===== src/rtl/matvec_engine.sv =====
// Matrix-vector multiply engine: buffers COLS columns of A and COLS elements
// of b, then runs a skewed MAC schedule over ROWS lanes into wrapping accumulators.
module matvec_engine #(
    parameter int unsigned ROWS   = 8,
    parameter int unsigned COLS   = 8,
    parameter int unsigned DW     = 8,
    parameter int unsigned ACC_W  = 24,
    parameter bit          SIGNED = 1'b0
) (
    input  logic                  clk,
    input  logic                  rst_n,
    input  logic                  start,
    input  logic                  acc_keep,
    input  logic                  abort,
    input  logic                  a_valid,
    output logic                  a_ready,
    input  logic [ROWS*DW-1:0]    a_data,
    input  logic                  b_valid,
    output logic                  b_ready,
    input  logic [DW-1:0]         b_data,
    output logic                  busy,
    output logic                  done,
    output logic                  y_valid,
    output logic [ROWS*ACC_W-1:0] y
);

    localparam int unsigned CNT_W = $clog2(COLS + 1);
    localparam int unsigned IDX_W = $clog2(COLS);
    localparam int unsigned CYC_W = $clog2(COLS + ROWS);
    localparam logic [CNT_W-1:0] COLS_C   = CNT_W'(COLS);
    localparam logic [CYC_W-1:0] LAST_CYC = CYC_W'(COLS + ROWS - 2);

    typedef enum logic [1:0] {
        ST_IDLE,
        ST_LOAD,
        ST_COMPUTE
    } state_e;

    state_e             state_q, state_d;
    logic [CNT_W-1:0]   a_cnt_q, a_cnt_d;
    logic [CNT_W-1:0]   b_cnt_q, b_cnt_d;
    logic [CYC_W-1:0]   cyc_q, cyc_d;
    logic [DW-1:0]      a_buf_q [ROWS][COLS];
    logic [DW-1:0]      a_buf_d [ROWS][COLS];
    logic [DW-1:0]      b_buf_q [COLS];
    logic [DW-1:0]      b_buf_d [COLS];
    logic [ACC_W-1:0]   acc_q [ROWS];
    logic [ACC_W-1:0]   acc_d [ROWS];
    logic               a_ready_q, a_ready_d;
    logic               b_ready_q, b_ready_d;
    logic               busy_q, busy_d;
    logic               done_q, done_d;
    logic               y_valid_q, y_valid_d;

    // Full-width product extended to the accumulator width per operand signedness.
    function automatic logic [ACC_W-1:0] mac_term(input logic [DW-1:0] a, input logic [DW-1:0] b);
        logic [2*DW-1:0]        uprod;
        logic signed [2*DW-1:0] sprod;
        uprod = (2*DW)'(a) * (2*DW)'(b);
        sprod = (2*DW)'($signed(a)) * (2*DW)'($signed(b));
        if (SIGNED) return ACC_W'(sprod);
        else        return ACC_W'(uprod);
    endfunction

    // Next-state, stream capture, skewed MAC schedule and status flags.
    always_comb begin
        state_d   = state_q;
        a_cnt_d   = a_cnt_q;
        b_cnt_d   = b_cnt_q;
        cyc_d     = cyc_q;
        a_buf_d   = a_buf_q;
        b_buf_d   = b_buf_q;
        acc_d     = acc_q;
        done_d    = 1'b0;
        y_valid_d = y_valid_q;

        case (state_q)
            ST_IDLE: begin
                if (start) begin
                    state_d   = ST_LOAD;
                    a_cnt_d   = '0;
                    b_cnt_d   = '0;
                    y_valid_d = 1'b0;
                    if (!acc_keep) begin
                        for (int r = 0; r < int'(ROWS); r++) acc_d[r] = '0;
                    end
                end
            end
            ST_LOAD: begin
                if (a_valid && a_ready_q) begin
                    for (int r = 0; r < int'(ROWS); r++) begin
                        a_buf_d[r][IDX_W'(a_cnt_q)] = a_data[r*DW +: DW];
                    end
                    a_cnt_d = a_cnt_q + CNT_W'(1);
                end
                if (b_valid && b_ready_q) begin
                    b_buf_d[IDX_W'(b_cnt_q)] = b_data;
                    b_cnt_d = b_cnt_q + CNT_W'(1);
                end
                if (a_cnt_d == COLS_C && b_cnt_d == COLS_C) begin
                    state_d = ST_COMPUTE;
                    cyc_d   = '0;
                end
            end
            ST_COMPUTE: begin
                // Lane r consumes column (cyc - r) so lanes start one cycle apart.
                for (int r = 0; r < int'(ROWS); r++) begin
                    if (int'(cyc_q) >= r && int'(cyc_q) - r < int'(COLS)) begin
                        acc_d[r] = acc_q[r] + mac_term(a_buf_q[r][IDX_W'(int'(cyc_q) - r)],
                                                       b_buf_q[IDX_W'(int'(cyc_q) - r)]);
                    end
                end
                if (cyc_q == LAST_CYC) begin
                    state_d   = ST_IDLE;
                    done_d    = 1'b1;
                    y_valid_d = 1'b1;
                end else begin
                    cyc_d = cyc_q + CYC_W'(1);
                end
            end
            default: state_d = ST_IDLE;
        endcase

        // Cancel overrides everything, including a same-cycle start; accumulators keep their value.
        if (abort) begin
            state_d   = ST_IDLE;
            a_cnt_d   = '0;
            b_cnt_d   = '0;
            cyc_d     = '0;
            acc_d     = acc_q;
            done_d    = 1'b0;
            y_valid_d = 1'b0;
        end

        busy_d    = (state_d != ST_IDLE);
        a_ready_d = (state_d == ST_LOAD) && (a_cnt_d < COLS_C);
        b_ready_d = (state_d == ST_LOAD) && (b_cnt_d < COLS_C);
    end

    // State and datapath registers.
    always_ff @(posedge clk or negedge rst_n) begin
        if (!rst_n) begin
            state_q   <= ST_IDLE;
            a_cnt_q   <= '0;
            b_cnt_q   <= '0;
            cyc_q     <= '0;
            a_buf_q   <= '{default: '0};
            b_buf_q   <= '{default: '0};
            acc_q     <= '{default: '0};
            a_ready_q <= 1'b0;
            b_ready_q <= 1'b0;
            busy_q    <= 1'b0;
            done_q    <= 1'b0;
            y_valid_q <= 1'b0;
        end else begin
            state_q   <= state_d;
            a_cnt_q   <= a_cnt_d;
            b_cnt_q   <= b_cnt_d;
            cyc_q     <= cyc_d;
            a_buf_q   <= a_buf_d;
            b_buf_q   <= b_buf_d;
            acc_q     <= acc_d;
            a_ready_q <= a_ready_d;
            b_ready_q <= b_ready_d;
            busy_q    <= busy_d;
            done_q    <= done_d;
            y_valid_q <= y_valid_d;
        end
    end

    // Results come straight from the accumulators.
    always_comb begin
        y = '0;
        for (int r = 0; r < int'(ROWS); r++) y[r*ACC_W +: ACC_W] = acc_q[r];
    end

    assign a_ready = a_ready_q;
    assign b_ready = b_ready_q;
    assign busy    = busy_q;
    assign done    = done_q;
    assign y_valid = y_valid_q;

endmodule


===== config.mk =====
export PLATFORM = sky130hd
export DESIGN_NAME = matvec_engine
export DESIGN_NICKNAME = d
export VERILOG_FILES = /design/src/rtl/matvec_engine.sv
export SDC_FILE = /design/constraint.sdc
export NUM_CORES = 2
export LEC_CHECK = 0
export CORE_UTILIZATION = 55
export DETAILED_ROUTE_END_ITERATION = 6
export PLACE_DENSITY = 0.85
export SLEW_MARGIN = 40
export SYNTH_ARGS = -nofsm -noshare
export SYNTH_HDL_FRONTEND = slang
export SYNTH_SLANG_ARGS = --single-unit

===== constraint.sdc =====
create_clock -name clk -period 11.9 [get_ports clk]
set_input_delay 1.19 -clock clk [delete_from_list [all_inputs] [get_ports clk]]
set_output_delay 1.19 -clock clk [all_outputs]
set_load 0.1 [all_outputs]

Yosys cells after proc, flatten, opt, wreduce, memory -nomap -nowiden
Index checks and enable logic that the tools add are counted.
W data, S select, Z words.
Word-level totals
  register bits: 787
  logic and storage cells: 320
  output and inout port bits: 197
  memories kept: 0
  memory bits (read-only): 0
  input port bits: 79
  latch bits: 0
  RAM bits: 0
Operators by class
  divide/modulo/power cells: 0
  order comparisons: 29
  shift operators: 0
  reductions and logical operators: 31
  mux-type cells: 114
  $add $sub $neg: 18
  bitwise logic cells: 11
  equality and inequality tests: 20
  multiply operators: 8
Operator list (count)
  $bwmux W64: 9
  $mux W24: 24
  $bmux W8 S3: 16
  $mux W192: 2
  $pmux W192 S2: 1
  $mux W8: 34
  $lt A32 B5 Y1 const B: 7
  $add A24 B24 Y24: 8
  $mul A8 B8 Y16: 8
  $demux W8 S3: 2
  $mux W4: 11
  $reduce_and A5 Y1: 8
  $ge A3 B4 Y1 const B: 8
  $not A3 Y3: 8
  $pmux W4 S2: 3
  $ne A2 B2 Y1 const B: 10
  $sub A4 B3 Y5 const B: 4
  $ge A4 B3 Y1 const B: 4
  $logic_and A1 B1 Y1: 14
  $add A4 B1 Y4 const B: 3
  $eq A4 B4 Y1 const B: 3
  $lt A4 B4 Y1 const B: 3
  $ne A3 B3 Y1 const B: 4
  $sub A4 B2 Y5 const B: 2
  18 further kinds: 35

Depth between registers and ports, before layout
  word-level depth: 11
  mapped depth: 36
  mapped depth without buffers: 30

Least setup slack after synthesis
OpenSTA, ideal clock, no wires.
  kind: register to register
  from: reg cyc_q[1]
  to: reg acc_q, in the netlist y[90]
  required time: 11.768 ns
  path slack: 3.044 ns
  library setup time: 0.132 ns
  data arrival time: 8.724 ns
  cell stages (with the launch flop): 35
  period minus slack after synthesis: 8.856 ns
  path buffers: 6
  cell sequence: dfrtp_1 buf_2 buf_2 buf_1 inv_1 ha_1 buf_2 buf_1 clkbuf_1 mux4_2 mux2i_1 nor2_1 fa_1 fa_1 fa_1 inv_1 fa_1 inv_1 ha_1 or3_1 o21ai_0 a21oi_1 and4_1 a2111oi_0 a21oi_1 xnor2_1 ha_1 nand2_1 nor2_1 nand3_1 o21ai_0 a211oi_1 nor3_1 xnor2_1 nor2_1
On the way
  longest elaborated chain between the ends: 11
  elaborated cells between the ends (all ways): 19
  classes of those cells: 2 x add/sub; 1 x mul; 2 x order compare; 1 x eq/ne; 10 x mux; 1 x bitwise; 2 x reduce/logical
Ends and longest elaborated chain
  start: declaration: RTL line 42  | logic [CYC_W-1:0] cyc_q, cyc_d;
  start signal: assignment: RTL line 159  | cyc_q <= cyc_d;
  $sub A4 B2 Y5: RTL line 109, 110
  $not A3 Y3 (not written as such): RTL line 109, 110
  $bmux W8 S3 (on tied branches): RTL line 109, 110
  $mux W8 (on tied branches) (2 in series): RTL line 109, 110
  $mul A8 B8 Y16: RTL line 59  | uprod = (2*DW)'(a) * (2*DW)'(b);
  $mux W24: RTL line 108  | if (int'(cyc_q) >= r && int'(cyc_q) - r < int'(COLS)) begin
  $mux W24: RTL line 77  | case (state_q)
  $add A24 B24 Y24: RTL line 109  | acc_d[r] = acc_q[r] + mac_term(a_buf_q[r][IDX_W'(int'(cyc_q) - r)],
  $mux W24: RTL line 108
  $pmux W192 S2: RTL line 77
  end signal: assignment: RTL line 149  | acc_q <= '{default: '0};
  end signal: assignment: RTL line 162  | acc_q <= acc_d;
  end: declaration: RTL line 47  | logic [ACC_W-1:0] acc_q [ROWS];
Several ways; a longest one is shown, not always the timed one. The select of a mux whose other input is x is not followed.
A chain may end at the register's enable or synchronous reset.

Worst setup path in the final report
  from: reg cyc_q[0]
  to: reg acc_q, in the netlist y[45]
On the way
  longest elaborated chain between the ends: 11
  elaborated cells between the ends (all ways): 19
  classes of those cells: 2 x add/sub; 1 x mul; 2 x order compare; 1 x eq/ne; 10 x mux; 1 x bitwise; 2 x reduce/logical
Ends and longest elaborated chain (RTL line)
  $sub A4 B1 Y5: 109, 110
  $not A3 Y3 (not written as such): 109, 110
  $bmux W8 S3 (on tied branches): 109, 110
  $mux W8 (on tied branches) (2 in series): 109, 110
  $mul A8 B8 Y16: 59
  $mux W24: 108
  $mux W24: 77
  $add A24 B24 Y24: 109
  $mux W24: 108
  $pmux W192 S2: 77
Several ways; a longest one is shown, not always the timed one. The select of a mux whose other input is x is not followed.

==> metrics.md <==
| Metric | Value |
|---|---|
| Finish-stage setup viols | 0 |
| Mapped Avg Cell Area | roughly 11 um^2 |
| Area growth syn-to-layout | 12.1% |
| WS Path Type | register to register |
| IO buf count | ~280 |
| Router iterations before antenna repair | 7 |
| Worst-Skew Late Latency | approximately 0.69 ns |
| Estimated wirelength of the detail-placed design | ~110 mm |
| First-pass GRT wire length | ~250 mm |
| Failing checks | DRC |
| Initial Util | about 56% |
| 1st-iter DRT viols | approximately 4400 |
| Ports | approximately 280 |
| Crit-path max FO | 36 |
| Vias | 43100 |
| Total Routed Length | 159 mm |
| Largest net degree at the start of global routing | ~110 |
| Synth Warn # | 0 |
| Post-CTS setup buffers | 0 |
| PD cells | 116 nW/um^2 |
| Max Cap Viol | 0 |
| Design area | 65100 um^2 |
| Die height | about 330 um |
| Tightest Pin Transition | 0.926 ns |
| Full die area | 107000 um^2 |
| Synthesized cell area | ~58000 um^2 |
| WP data required | about 12 ns |
| Post-Syn Nets | roughly 6000 |
| Crit path capture type | register |
| Final min period | 9.68 ns |
| Worst Setup Start Kind | register |
| Max transition margin | a little over a third |
| Max clock buf depth | 3 |
| Post-layout net count | 6271 |
| Vias in the first global route | approximately 45000 |
| Seq cells post-synth | ~790 |
| Outcome | finished with violations |
| Setup TNS | 0 ns |
| Sink Count | 787 |
| Final Hold Viols | 0 |
| Most frequent cells in the layout | 784 x dfrtp_1, 576 x mux2_2, 575 x nor2_1 |
| Worst Clk Skew | 0.0232 ns |
| Most common cell after layout, fill and taps aside | dfrtp_1 |
| Ys async rst share | 100% |
| Ys flop type | dfrtp_1 |
| Routability cong. | 0.943 |
| FILL cells | about 7600 |
| Leak pwr | 0.0326 uW |
| Placed Area | a little over 60000 um^2 |
| VDD IR max | between 0.0002 and 0.00025 V |
| H-tree Lvls | 3 |
| Hold buffer count at cts | 0 |
| FMAX | a little over 100 MHz |
| WP data arrival | about 10 ns |
| Final core utilization | between 60% and 70% |
| CTS root buf | clkbuf_16 |
| Final worst-path cycle share | slightly above 80% |
| Resize count post-CTS | 0 |
| Reg-to-Reg Start | cyc_q[0] |
| DRC Markers | 2 |
| Via density | just over 6 |
| CORE AREA | 104000 um^2 |
| Antenna Nets Post-Route | 0 |
| Unique masters post-synth | 76 |
| Post-synth EDFFs | 0 |
| Share of cells above drive strength 1 | roughly a quarter |
| Seq/Total Area, Yosys | roughly 34% |
| Total grt overflow | 0 |
| Total GRT Usage | between 20 and 30% |
| Slew Limit Fails | 0 |
| Num rows | between 100 and 150 |
| Die W | ~330 um |
| TritonCTS clock tree | built |
| Cells after Synth | 5181 |
| Worst hold path type | input pin to asynchronous set/reset pin |
| Drt wl/cell | approximately 23 um |
| Crit. Startpoint | cyc_q[0] |
| Unrepaired setup endpoints after global routing | no |
| Initial antenna violation count | 19 |
| Cts bufs inserted | 86 |
| Clk slew on worst S/H paths | around 0.06 ns |
==> where the power goes <==
| part | total, uW | internal (uW) | switching [uW] |
|---|---|---|---|
| sequential | 2840 | 2770 | 71.7 |
| combinational | 1840 | 779 | 1060 |
| clock | 2850 | 1650 | 1200 |
==> layout make-up <==
type,count,area [um^2],share of cell area [%]
well taps,1380,1730,2.65
clock buffers,120,2480,3.81
flip-flops and latches,787,19700,30.3
multi-input cells,3755,36300,55.8
repair buffers,347,2520,3.87
diodes,14,35.0,0.0538
inverters,473,1780,2.73
clock inverters,34,523,0.804
==> path summary, 6_finish.rpt <==
check | end | slack [ns] | cells past startpoint
setup / recovery | y[45] | 2.22 | 26
hold / removal | a_buf_q[235] | 0.37 | 1
setup reg to reg | y[45] | 2.22 | 26
hold reg to reg | a_buf_q[227] | 0.50 | 1
max in group asynchronous | y[167] | 9.47 | 5
min in group clk | a_buf_q[227] | 0.50 | 1
==> state kept, by name, summed over array words and instances (netlist names) <==
| name | cells |
|---|---|
| a_buf_q | 512 |
| a_cnt_q | 4 |
| a_ready | 1 |
| b_buf_q | 64 |
| b_cnt_q | 4 |
| b_ready | 1 |
| busy | 1 |
| cyc_q | 4 |
| done | 1 |
| state_q | 2 |
| y | 192 |
| y_valid | 1 |
==> metal layers <==
metal	GRT usage, %	vias up	share of wire (%)
met3	6.61	435	9.1
met1	38.6	21800	39
li1	-	18800	-
met4	14.8	10	4.9
met2	47.5	2023	47
met5	0	-	0.040
==> cell usage after synthesis (76+ instances only) <==
cell,n,area [um^2]
mux2i_1,133,1330
a21o_1,99,743
inv_1,471,1770
nand2_1,170,638
fa_1,296,5930
nor2_1,581,2180
or2_2,112,701
dfrtp_1,787,19700
mux4_2,192,4320
mux2_2,576,6490
o21ai_0,112,561
xor2_1,76,666
clkbuf_1,89,334
xnor2_1,151,1320
a21oi_1,199,996
ha_1,446,5580
==> critical path, stage by stage (launching register included) <==
cell and delay, ns:
dfrtp_4 0.85, inv_1 0.30, ha_4 0.70, buf_12 0.27, buf_4 0.42, mux4_2 0.42
mux2i_1 0.75, nor2_1 0.17, fa_1 0.59, fa_1 0.45, fa_1 0.54, inv_1 0.05
fa_1 0.53, inv_1 0.04, ha_1 0.33, or2_2 0.32, a21oi_1 0.15, a21oi_1 0.07
and4_1 0.21, a2111oi_0 0.63, a21oi_1 0.18, xnor2_1 0.16, ha_1 0.36, nand2_1 0.11
o31a_1 0.35, or4_1 0.47, a21oi_1 0.14
==> cell families (layout without fill, tap and decap cells) <==
kind of cell             after synthesis  in the layout  share of synthesized area, %
AO/OA/AOI/OAI                        711            711                          8.27
XOR/XNOR                             227            227                          3.43
adder cells (fa/ha/maj)              742            742                          19.8
buffers and inverters                639            974                          4.27
flip-flops                           787            787                          33.9
multiplexers                         901            901                          20.9
other                                  0             14                             0
AND/OR/NAND/NOR                     1174           1174                          9.35
==> through the flow <==
step,worst slack [ns],total power [uW],cells,hold slack (ns)
after floorplan,3.04,4200,5181,0.469
after global placement,2.51,4610,6732,0.481
after detailed placement,2.24,4670,6737,0.488
after CTS,2.20,7530,6891,0.502
after global routing,1.68,7870,6907,0.378
final,2.22,7530,6910,0.370
Power figures use the tool's default switching activity.
